$ cat config.mk
export PLATFORM = sky130hd
export DESIGN_NAME = ram_bist_master
export DESIGN_NICKNAME = d
export VERILOG_FILES = /design/src/rtl/ram_bist_master.sv
export SDC_FILE = /design/constraint.sdc
export NUM_CORES = 1
export LEC_CHECK = 0
export CORE_AREA = 8 8 49 51
export CTS_CLUSTER_DIAMETER = 100
export DETAILED_ROUTE_END_ITERATION = 7
export DIE_AREA = 0 0 57 59
export DONT_BUFFER_PORTS = 1
export PLACE_DENSITY = 0.76
export SLEW_MARGIN = 25
export SYNTH_ARGS = -nofsm -noshare
export SYNTH_HDL_FRONTEND = slang
export SYNTH_SLANG_ARGS = --single-unit
$ cat constraint.sdc
create_clock -name clk -period 2.1 [get_ports clk]
set_input_delay 0.42 -clock clk [delete_from_list [all_inputs] [get_ports clk]]
set_output_delay 0.42 -clock clk [all_outputs]
set_load 0.005 [all_outputs]
$ cat src/rtl/ram_bist_master.sv
// ram_bist_master: BIST sequencer for a single-port synchronous RAM.
// On a start pulse it writes an address-derived pattern to every location,
// reads every location back, and reports pass/fail, a saturating error count
// and the first failing address.
//
// Optional feature macro: RAM_BIST_INV_PASS_EN. When it is defined, a second
// write/read pass runs with the pattern inverted. Errors from both passes
// accumulate into the same count.
//
// Ports:
//   clk, rst     - clock (rising edge), asynchronous active-high reset
//   start        - begin a test; only looked at in IDLE
//   mem_we       - RAM write enable
//   mem_addr     - RAM address
//   mem_din      - RAM write data
//   mem_dout     - RAM registered read data (one cycle of read latency)
//   busy         - a test is in progress
//   done         - one-cycle pulse at the end of a test
//   pass         - result of the last completed test
//   err_cnt      - mismatch count, saturating at all-ones
//   err_addr     - address of the first mismatch (0 if none)
module ram_bist_master #(
   parameter int unsigned ADDR_W = 2,
   parameter int unsigned DATA_W = 2,
   parameter int unsigned ERR_W  = 4
) (
   input  logic              clk,
   input  logic              rst,
   input  logic              start,
   output logic              mem_we,
   output logic [ADDR_W-1:0] mem_addr,
   output logic [DATA_W-1:0] mem_din,
   input  logic [DATA_W-1:0] mem_dout,
   output logic              busy,
   output logic              done,
   output logic              pass,
   output logic [ERR_W-1:0]  err_cnt,
   output logic [ADDR_W-1:0] err_addr
);

   localparam logic [ADDR_W-1:0] LAST_ADDR = '1;
   localparam logic [ERR_W-1:0]  ERR_MAX   = '1;

   typedef enum logic [2:0] {
      S_IDLE,
      S_WRITE,
      S_READ,
      S_DRAIN,
      S_DONE
   } state_t;

   state_t              state_q,    state_d;
   logic                mem_we_q,   mem_we_d;
   logic [ADDR_W-1:0]   mem_addr_q, mem_addr_d;
   logic [DATA_W-1:0]   mem_din_q,  mem_din_d;
   logic                busy_q,     busy_d;
   logic                done_q,     done_d;
   logic                pass_q,     pass_d;
   logic [ERR_W-1:0]    err_cnt_q,  err_cnt_d;
   logic [ADDR_W-1:0]   err_addr_q, err_addr_d;
   // Read-compare pipeline stage aligned with the RAM read latency
   logic                rd_vld_q,   rd_vld_d;
   logic [ADDR_W-1:0]   exp_addr_q, exp_addr_d;
   logic [DATA_W-1:0]   exp_data_q, exp_data_d;

   // XOR mask applied to the base pattern for the current pass
   logic [DATA_W-1:0]   mask_c;

`ifdef RAM_BIST_INV_PASS_EN
   logic                inv_q,      inv_d;
   assign mask_c = {DATA_W{inv_q}};
`else
   assign mask_c = '0;
`endif

   // Base pattern: address truncated or zero-extended to the data width
   function automatic logic [DATA_W-1:0] pat(input logic [ADDR_W-1:0] a);
      return DATA_W'(a);
   endfunction

   // Next-state, output and compare logic
   always_comb begin
      state_d    = state_q;
      mem_we_d   = mem_we_q;
      mem_addr_d = mem_addr_q;
      mem_din_d  = mem_din_q;
      busy_d     = busy_q;
      done_d     = 1'b0;
      pass_d     = pass_q;
      err_cnt_d  = err_cnt_q;
      err_addr_d = err_addr_q;
      rd_vld_d   = 1'b0;
      exp_addr_d = exp_addr_q;
      exp_data_d = exp_data_q;
`ifdef RAM_BIST_INV_PASS_EN
      inv_d      = inv_q;
`endif

      // Compare the RAM output against the pipelined expectation; the count
      // can never return to zero within a test, so zero marks "no mismatch yet"
      if (rd_vld_q && (mem_dout != exp_data_q)) begin
         if (err_cnt_q != ERR_MAX) begin
            err_cnt_d = err_cnt_q + ERR_W'(1);
         end
         if (err_cnt_q == '0) begin
            err_addr_d = exp_addr_q;
         end
      end

      case (state_q)
         S_IDLE: begin
            if (start) begin
               state_d    = S_WRITE;
               busy_d     = 1'b1;
               pass_d     = 1'b0;
               err_cnt_d  = '0;
               err_addr_d = '0;
               mem_we_d   = 1'b1;
               mem_addr_d = '0;
               mem_din_d  = pat('0);
`ifdef RAM_BIST_INV_PASS_EN
               inv_d      = 1'b0;
`endif
            end
         end

         S_WRITE: begin
            if (mem_addr_q == LAST_ADDR) begin
               state_d    = S_READ;
               mem_we_d   = 1'b0;
               mem_addr_d = '0;
               mem_din_d  = '0;
            end else begin
               mem_addr_d = mem_addr_q + ADDR_W'(1);
               mem_din_d  = pat(mem_addr_q + ADDR_W'(1)) ^ mask_c;
            end
         end

         S_READ: begin
            rd_vld_d   = 1'b1;
            exp_addr_d = mem_addr_q;
            exp_data_d = pat(mem_addr_q) ^ mask_c;
            if (mem_addr_q == LAST_ADDR) begin
               state_d    = S_DRAIN;
               mem_addr_d = '0;
            end else begin
               mem_addr_d = mem_addr_q + ADDR_W'(1);
            end
         end

         S_DRAIN: begin
`ifdef RAM_BIST_INV_PASS_EN
            if (!inv_q) begin
               inv_d      = 1'b1;
               state_d    = S_WRITE;
               mem_we_d   = 1'b1;
               mem_addr_d = '0;
               mem_din_d  = pat('0) ^ {DATA_W{1'b1}};
            end else begin
`endif
               // The last compare lands on this edge, so use its updated count
               state_d = S_DONE;
               done_d  = 1'b1;
               busy_d  = 1'b0;
               pass_d  = (err_cnt_d == '0);
`ifdef RAM_BIST_INV_PASS_EN
            end
`endif
         end

         S_DONE: begin
            state_d = S_IDLE;
         end

         default: begin
            state_d = S_IDLE;
         end
      endcase
   end

   // State and output registers
   always_ff @(posedge clk or posedge rst) begin
      if (rst) begin
         state_q    <= S_IDLE;
         mem_we_q   <= 1'b0;
         mem_addr_q <= '0;
         mem_din_q  <= '0;
         busy_q     <= 1'b0;
         done_q     <= 1'b0;
         pass_q     <= 1'b0;
         err_cnt_q  <= '0;
         err_addr_q <= '0;
         rd_vld_q   <= 1'b0;
         exp_addr_q <= '0;
         exp_data_q <= '0;
`ifdef RAM_BIST_INV_PASS_EN
         inv_q      <= 1'b0;
`endif
      end else begin
         state_q    <= state_d;
         mem_we_q   <= mem_we_d;
         mem_addr_q <= mem_addr_d;
         mem_din_q  <= mem_din_d;
         busy_q     <= busy_d;
         done_q     <= done_d;
         pass_q     <= pass_d;
         err_cnt_q  <= err_cnt_d;
         err_addr_q <= err_addr_d;
         rd_vld_q   <= rd_vld_d;
         exp_addr_q <= exp_addr_d;
         exp_data_q <= exp_data_d;
`ifdef RAM_BIST_INV_PASS_EN
         inv_q      <= inv_d;
`endif
      end
   end

   assign mem_we   = mem_we_q;
   assign mem_addr = mem_addr_q;
   assign mem_din  = mem_din_q;
   assign busy     = busy_q;
   assign done     = done_q;
   assign pass     = pass_q;
   assign err_cnt  = err_cnt_q;
   assign err_addr = err_addr_q;

endmodule

==> flow_metrics.env, run 1 <==
export IMPL_worst_slack_ns=0.625
export IMPL_antenna_left=0
export IMPL_gp_congestion=0.859
export IMPL_outcome="completed"
export IMPL_cts_inserted_buffers=3
export IMPL_r2r_start="err_cnt[1]"
export IMPL_cts_hold_buf=0
export IMPL_hold_viol=0
export IMPL_ys_ff_latch=20
export IMPL_critPathLaunchType="register"
export IMPL_rsz0062_at_grt="false"
export IMPL_die_height_um=59
export IMPL_syn_area_per_cell_sq_um=11.2
export IMPL_ys_types=35
export IMPL_period_minus_slack_ns=1.47
export IMPL_synth_cell_area_sq_um=982
export IMPL_syn_nets=96
export IMPL_slew_viol_final=0
export IMPL_grt_usage_pct=11.4
export IMPL_fp_dieW_um=57
export IMPL_htreeDepth=1
export IMPL_crit_start="err_cnt[1]"
export IMPL_cp_top_family="flip-flops"
export IMPL_initial_core_util_pct=59.5
export IMPL_arrival_ns=1.68
export IMPL_setup_viol=0
export IMPL_drive_gt1_share_pct=13.3
export IMPL_worst_slew_pin_slew_ns=0.721
export IMPL_crit_buf_inv=0
export IMPL_grt_max_degree=21
export IMPL_port_buffers=0
export IMPL_clock_latency_ns=0.29
export IMPL_cp_cell_sequence="ha_1, o211ai_2, mux2_4, o41ai_2"
export IMPL_synth_flop_cell="dfrtp_1"
export IMPL_slowest_stage="dfrtp_1"
export IMPL_finClkSkew_ns=0.00413
export IMPL_dpl_hpwl_um=1290
export IMPL_crit_required_ns=2.30
export IMPL_clock_sinks=20
export IMPL_drt_iter0_markers=10
export IMPL_yosysSeqAreaShare_pct=51.0
export IMPL_synth_area_top_cells="dfrtp_1 (51%), mux2i_1 (4.1%), ha_1 (3.8%), nor2_1 (3.8%), inv_1 (2.3%)"
export IMPL_whs_ns=0.119
export IMPL_via_per_inst=6.05
export IMPL_routed_wl_um=1710
export IMPL_fin_crit_sh_pct=70.2
export IMPL_synth_most_common_cell="dfrtp_1"
export IMPL_coreArea_sq_um=1650
export IMPL_grt_pass1_wl_um=3040
export IMPL_synthTopCellsByCount="dfrtp_1 (20), nor2_1 (10), inv_1 (6)"
export IMPL_diodes=0
export IMPL_gr_total_overflow=0
export IMPL_slew_headroom_pct=51.9
export IMPL_async_flop_share_pct=100
export IMPL_cts_root_buf="clkbuf_4"
export IMPL_clkTransAtPathRegs_ns=0.11
export IMPL_yosysTopAreaCellShare_pct=51.0
export IMPL_crit_path_max_fanout=6
export IMPL_pre_cts_ws_ns=0.644
export IMPL_first_global_vias=658
export IMPL_cts_buffer_depth=2
export IMPL_die_area_sq_um=3360
export IMPL_cts_resized=0
export IMPL_p_leak_nw=0.519
export IMPL_tns_ns=0
export IMPL_hp_class="primary input to async pin"
export IMPL_maxCapViolCount=0
export IMPL_max_freq_ghz=0.678
export IMPL_wl_per_cell_um=16.0
export IMPL_synthCells=88
export IMPL_cpPeakStageDelay_ns=0.48
export IMPL_fp_row_count=15
export IMPL_dr_pass1_iters=4
export IMPL_synth_edf_count=0
export IMPL_drc=0
export IMPL_area_growth_pct=5.48
export IMPL_criticalPathCategory="register to register"
export IMPL_vdd_drop_max_v=0.000815
export IMPL_fillers=142
export IMPL_grt_antenna_before_repair=0
export IMPL_io_pins=19
export IMPL_cts_tree="built"
export IMPL_post_dp_cell_area_sq_um=1000
export IMPL_via_count=647
export IMPL_design_area_sq_um=1040
export IMPL_cts_setup_buffers=0
export IMPL_crit_path_end_kind="register"
export IMPL_final_nets=99
export IMPL_synth_top_cell_by_area="dfrtp_1"
export IMPL_yosysWarnings=0
export IMPL_power_density_nw_per_um2=1380
-- cell families (layout without fill, tap and decap cells) --
logic type      count (synthesis)  count (layout)  share of synthesized area, %
compound gates                 21              21                          16.7
xor+xnor                        3               3                          3.44
fa+ha+maj                       3               3                          3.82
buf+inv                         9              11                          3.44
flops                          20              20                          51.0
mux                             7               7                          7.90
simple gates                   25              25                          13.8
-- report_power, final --
group,internal (mW),switching (mW),total [mW]
registers,0.528,0.182,0.710
logic,0.254,0.253,0.507
clock network,0.106,0.110,0.216
-- sequential cells by signal, summed over array words and instances, names as in the netlist --
register    count
mem_we          1
state_q         3
mem_din         2
mem_addr        2
done            1
err_cnt         4
exp_data_q      2
busy            1
err_addr        2
pass            1
rd_vld_q        1
-- worst register-to-register path, stage by stage, from the launching register on --
cell and delay [ns]:
dfrtp_1 0.48, ha_1 0.27, o211ai_2 0.13, mux2_4 0.32
o41ai_2 0.19
-- per-stage QoR --
| step | total power [mW] | instances | utilization, % |
|---|---|---|---|
| floorplan | 1.11 | 88 | - |
| global placement | 1.21 | 103 | 60.5 |
| detailed placement | 1.23 | 103 | 60.5 |
| CTS | 1.45 | 107 | 62.7 |
| global route | 1.56 | 107 | 62.7 |
| finish | 1.43 | 107 | 62.7 |
-- cells in the final DEF, fill, tap and decap left out, drive strengths merged, types with 3 or more instances in the layout --
cell    count
mux2        3
inv         6
clkbuf      4
nand2       3
o21ai       4
dfrtp      20
a21oi       4
nor2       10
mux2i       4
ha          3
-- layer usage --
layer,share of wire [%],vias to the layer above,track usage [%]
li1,-,320,-
met1,41,306,13.2
met2,49,19,17.4
met3,8.9,2,5.58
met4,0.76,0,5.03
met5,0,-,0
-- path summary, 6_finish.rpt --
path                                to  slack, ns  cells after the start
setup reg to reg                  pass       0.63                      4
hold / removal                    busy       0.12                      1
min in group clk                mem_we       0.33                      2
setup / recovery                  pass       0.63                      4
max in group asynchronous  err_addr[0]       1.52                      1
hold reg to reg                   busy       0.52                      1
-- final cells by class --
type                            instances  area (sq um)  share of cell area (%)
Sequential cell                        20           500                    48.3
Multi-Input combinational cell         59           448                    43.2
Clock buffer                            4          36.3                    3.50
Inverter                                6          22.5                    2.17
Tap cell                               17          21.3                    2.05
Timing Repair Buffer                    1          7.51                   0.725
Note: power is estimated with default switching activity, not from simulation.
==> inputs of run 2 (changes only) <==
--- a/config.mk
+++ b/config.mk
@@ -5,12 +5,12 @@
 export SDC_FILE = /design/constraint.sdc
 export NUM_CORES = 1
 export LEC_CHECK = 0
-export CORE_AREA = 8 8 49 51
+export CORE_AREA = 8 8 52 54
 export CTS_CLUSTER_DIAMETER = 100
 export DETAILED_ROUTE_END_ITERATION = 7
-export DIE_AREA = 0 0 57 59
+export DIE_AREA = 0 0 60 62
 export DONT_BUFFER_PORTS = 1
-export PLACE_DENSITY = 0.76
+export PLACE_DENSITY = 0.7
 export SLEW_MARGIN = 25
 export SYNTH_ARGS = -nofsm -noshare
 export SYNTH_HDL_FRONTEND = slang
==> constraint.sdc (replaced) <==
create_clock -name clk -period 1.2 [get_ports clk]
set_input_delay 0.24 -clock clk [delete_from_list [all_inputs] [get_ports clk]]
set_output_delay 0.24 -clock clk [all_outputs]
set_load 0.005 [all_outputs]
==> run 2 against run 1 <==
Against the previous run: the flow now finishes with violations (setup timing); clock skew shrank 0.0030 ns; via count grew 19%; final area grew 27%; register-to-register slack lost 0.88 ns; setup slack lost 0.88 ns; largest power group is now combinational cells.
==> flow_metrics.env, run 2 (same netlist as run 1, synthesis figures left out) <==
export IMPL_crit_required_ns=1.39
export IMPL_final_cell_mix="dfrtp_1 (19), buf_4 (19), nor2_1 (8)"
export IMPL_wl_per_cell_um=15.4
export IMPL_fp_dieW_um=60
export IMPL_grt_pass1_wl_um=3680
export IMPL_cts_inserted_buffers=3
export IMPL_clock_sinks=20
export IMPL_p_leak_nw=0.645
export IMPL_violations="setup timing"
export IMPL_largest_reg_flops=4
export IMPL_die_area_sq_um=3720
export IMPL_initial_core_util_pct=51.6
export IMPL_grt_antenna_before_repair=0
export IMPL_hp_class="primary input to register"
export IMPL_p_comb_share_pct=50.5
export IMPL_grt_max_degree=21
export IMPL_gr_total_overflow=0
export IMPL_io_pins=19
export IMPL_clock_latency_ns=0.28
export IMPL_worst_slew_pin_slew_ns=0.367
export IMPL_die_height_um=62
export IMPL_dr_pass1_iters=4
export IMPL_arrival_ns=1.64
export IMPL_crit_path_max_fanout=4
export IMPL_p_clk_share_pct=9.7
export IMPL_criticalPathCategory="register to register"
export IMPL_slew_headroom_pct=75.3
export IMPL_area_growth_pct=33.9
export IMPL_outcome="finished, violations left"
export IMPL_hold_viol=0
export IMPL_rsz0062_at_grt="true"
export IMPL_dpl_hpwl_um=1650
export IMPL_drc=0
export IMPL_fillers=140
export IMPL_vdd_drop_max_v=0.00145
export IMPL_p_int_mw=1.90
export IMPL_drt_iter0_markers=12
export IMPL_period_minus_slack_ns=1.45
export IMPL_pre_cts_ws_ns=-0.238
export IMPL_clkTransAtPathRegs_ns=0.10
export IMPL_power_switching_share_pct=36.9
export IMPL_max_freq_ghz=0.688
export IMPL_cts_tree="built"
export IMPL_finClkSkew_ns=0.00117
export IMPL_gp_congestion=0.777
export IMPL_tns_ns=-1.33
export IMPL_pwr_share_seq_pct=39.8
export IMPL_routed_wl_um=2160
export IMPL_power_density_nw_per_um2=2300
export IMPL_cts_root_buf="clkbuf_4"
export IMPL_fin_crit_sh_pct=121
export IMPL_maxCapViolCount=0
export IMPL_via_count=771
export IMPL_crit_path_end_kind="register"
export IMPL_coreArea_sq_um=1900
export IMPL_via_per_inst=5.51
export IMPL_cts_buffer_depth=2
export IMPL_fp_row_count=16
export IMPL_drive_gt1_share_pct=42.5
export IMPL_setup_viol=11
export IMPL_htreeDepth=1
export IMPL_first_global_vias=850
export IMPL_power_switching_mw=1.12
export IMPL_port_buffers=0
export IMPL_final_nets=123
export IMPL_antenna_left=0
export IMPL_whs_ns=0.159
export IMPL_slew_viol_final=0
export IMPL_grt_usage_pct=13.0
export IMPL_critPathLaunchType="register"
export IMPL_worst_slack_ns=-0.253
export IMPL_diodes=0
run 2: changes by cell type in the layout (fill, tap and decap cells not counted), moves of 2 or more:
cell    previous run  this run
buf_4              1        19
buf_6              0         5
ha_1               3         1
ha_2               0         2
nor2_1            10         8
nor2_2             0         2
run 2: path summary, 6_finish.rpt:
path	from	endpoint	slack, ns	cells past startpoint
worst max-delay path	exp_data_q[1]	pass	-0.25	4
worst min-delay path	start	mem_we	0.16	2
worst max register to register	exp_data_q[1]	pass	-0.25	4
worst min register to register	busy	busy	0.52	1
max in group asynchronous	rst	state_q[1]	0.56	3
min in group asynchronous	rst	busy	0.42	3
run 2: cell type report:
cell class | instances | area, sq um | area share [%]
Clock buffer | 3 | 22.5 | 1.71
Inverter | 6 | 22.5 | 1.71
Sequential cell | 20 | 502 | 38.2
Timing Repair Buffer | 25 | 209 | 15.9
Multi-Input combinational cell | 59 | 526 | 40.0
Tap cell | 27 | 33.8 | 2.57
run 2: power groups by stage:
stage	sequential [mW]	clock, mW	combinational, mW
floorplan	1.11	0	0.901
global placement	1.19	0	1.24
detailed placement	1.21	0	1.28
CTS	1.20	0.306	1.44
global route	1.24	0.336	1.71
finish	1.20	0.293	1.53
run 2: layer usage:
| layer | wire length (um) | global-route usage [%] | up-vias |
|---|---|---|---|
| met5 | 0 | 0 | - |
| met2 | 1120 | 23.1 | 15 |
| met1 | 871 | 13.7 | 389 |
| met3 | 148 | 4.12 | 2 |
| li1 | - | - | 365 |
| met4 | 14 | 6.46 | 0 |
run 2: repair_timing:
action,CTS,global route
hold endpoints to repair,20,0
resized for setup,10,8
setup endpoints to repair,11,18
hold buffers,1,0
pin swaps,6,5
buffers inserted,5,1
run 2: per-stage QoR:
| step | power, mW | cells | utilization (%) | area (sq um) |
|---|---|---|---|---|
| after floorplan | 2.01 | 88 | - | 1010 |
| after global placement | 2.42 | 130 | 61.1 | 1160 |
| after detailed placement | 2.49 | 130 | 61.1 | 1160 |
| after CTS | 2.94 | 139 | 66.7 | 1270 |
| after global routing | 3.29 | 140 | 69.1 | 1320 |
| final | 3.02 | 140 | 69.1 | 1320 |
run 2: worst max-delay path, cell delays in order, from the launching register on:
cell	delay (ns)
dfrtp_1	0.42
xor2_2	0.18
o211ai_2	0.23
mux2_4	0.34
o41ai_4	0.19
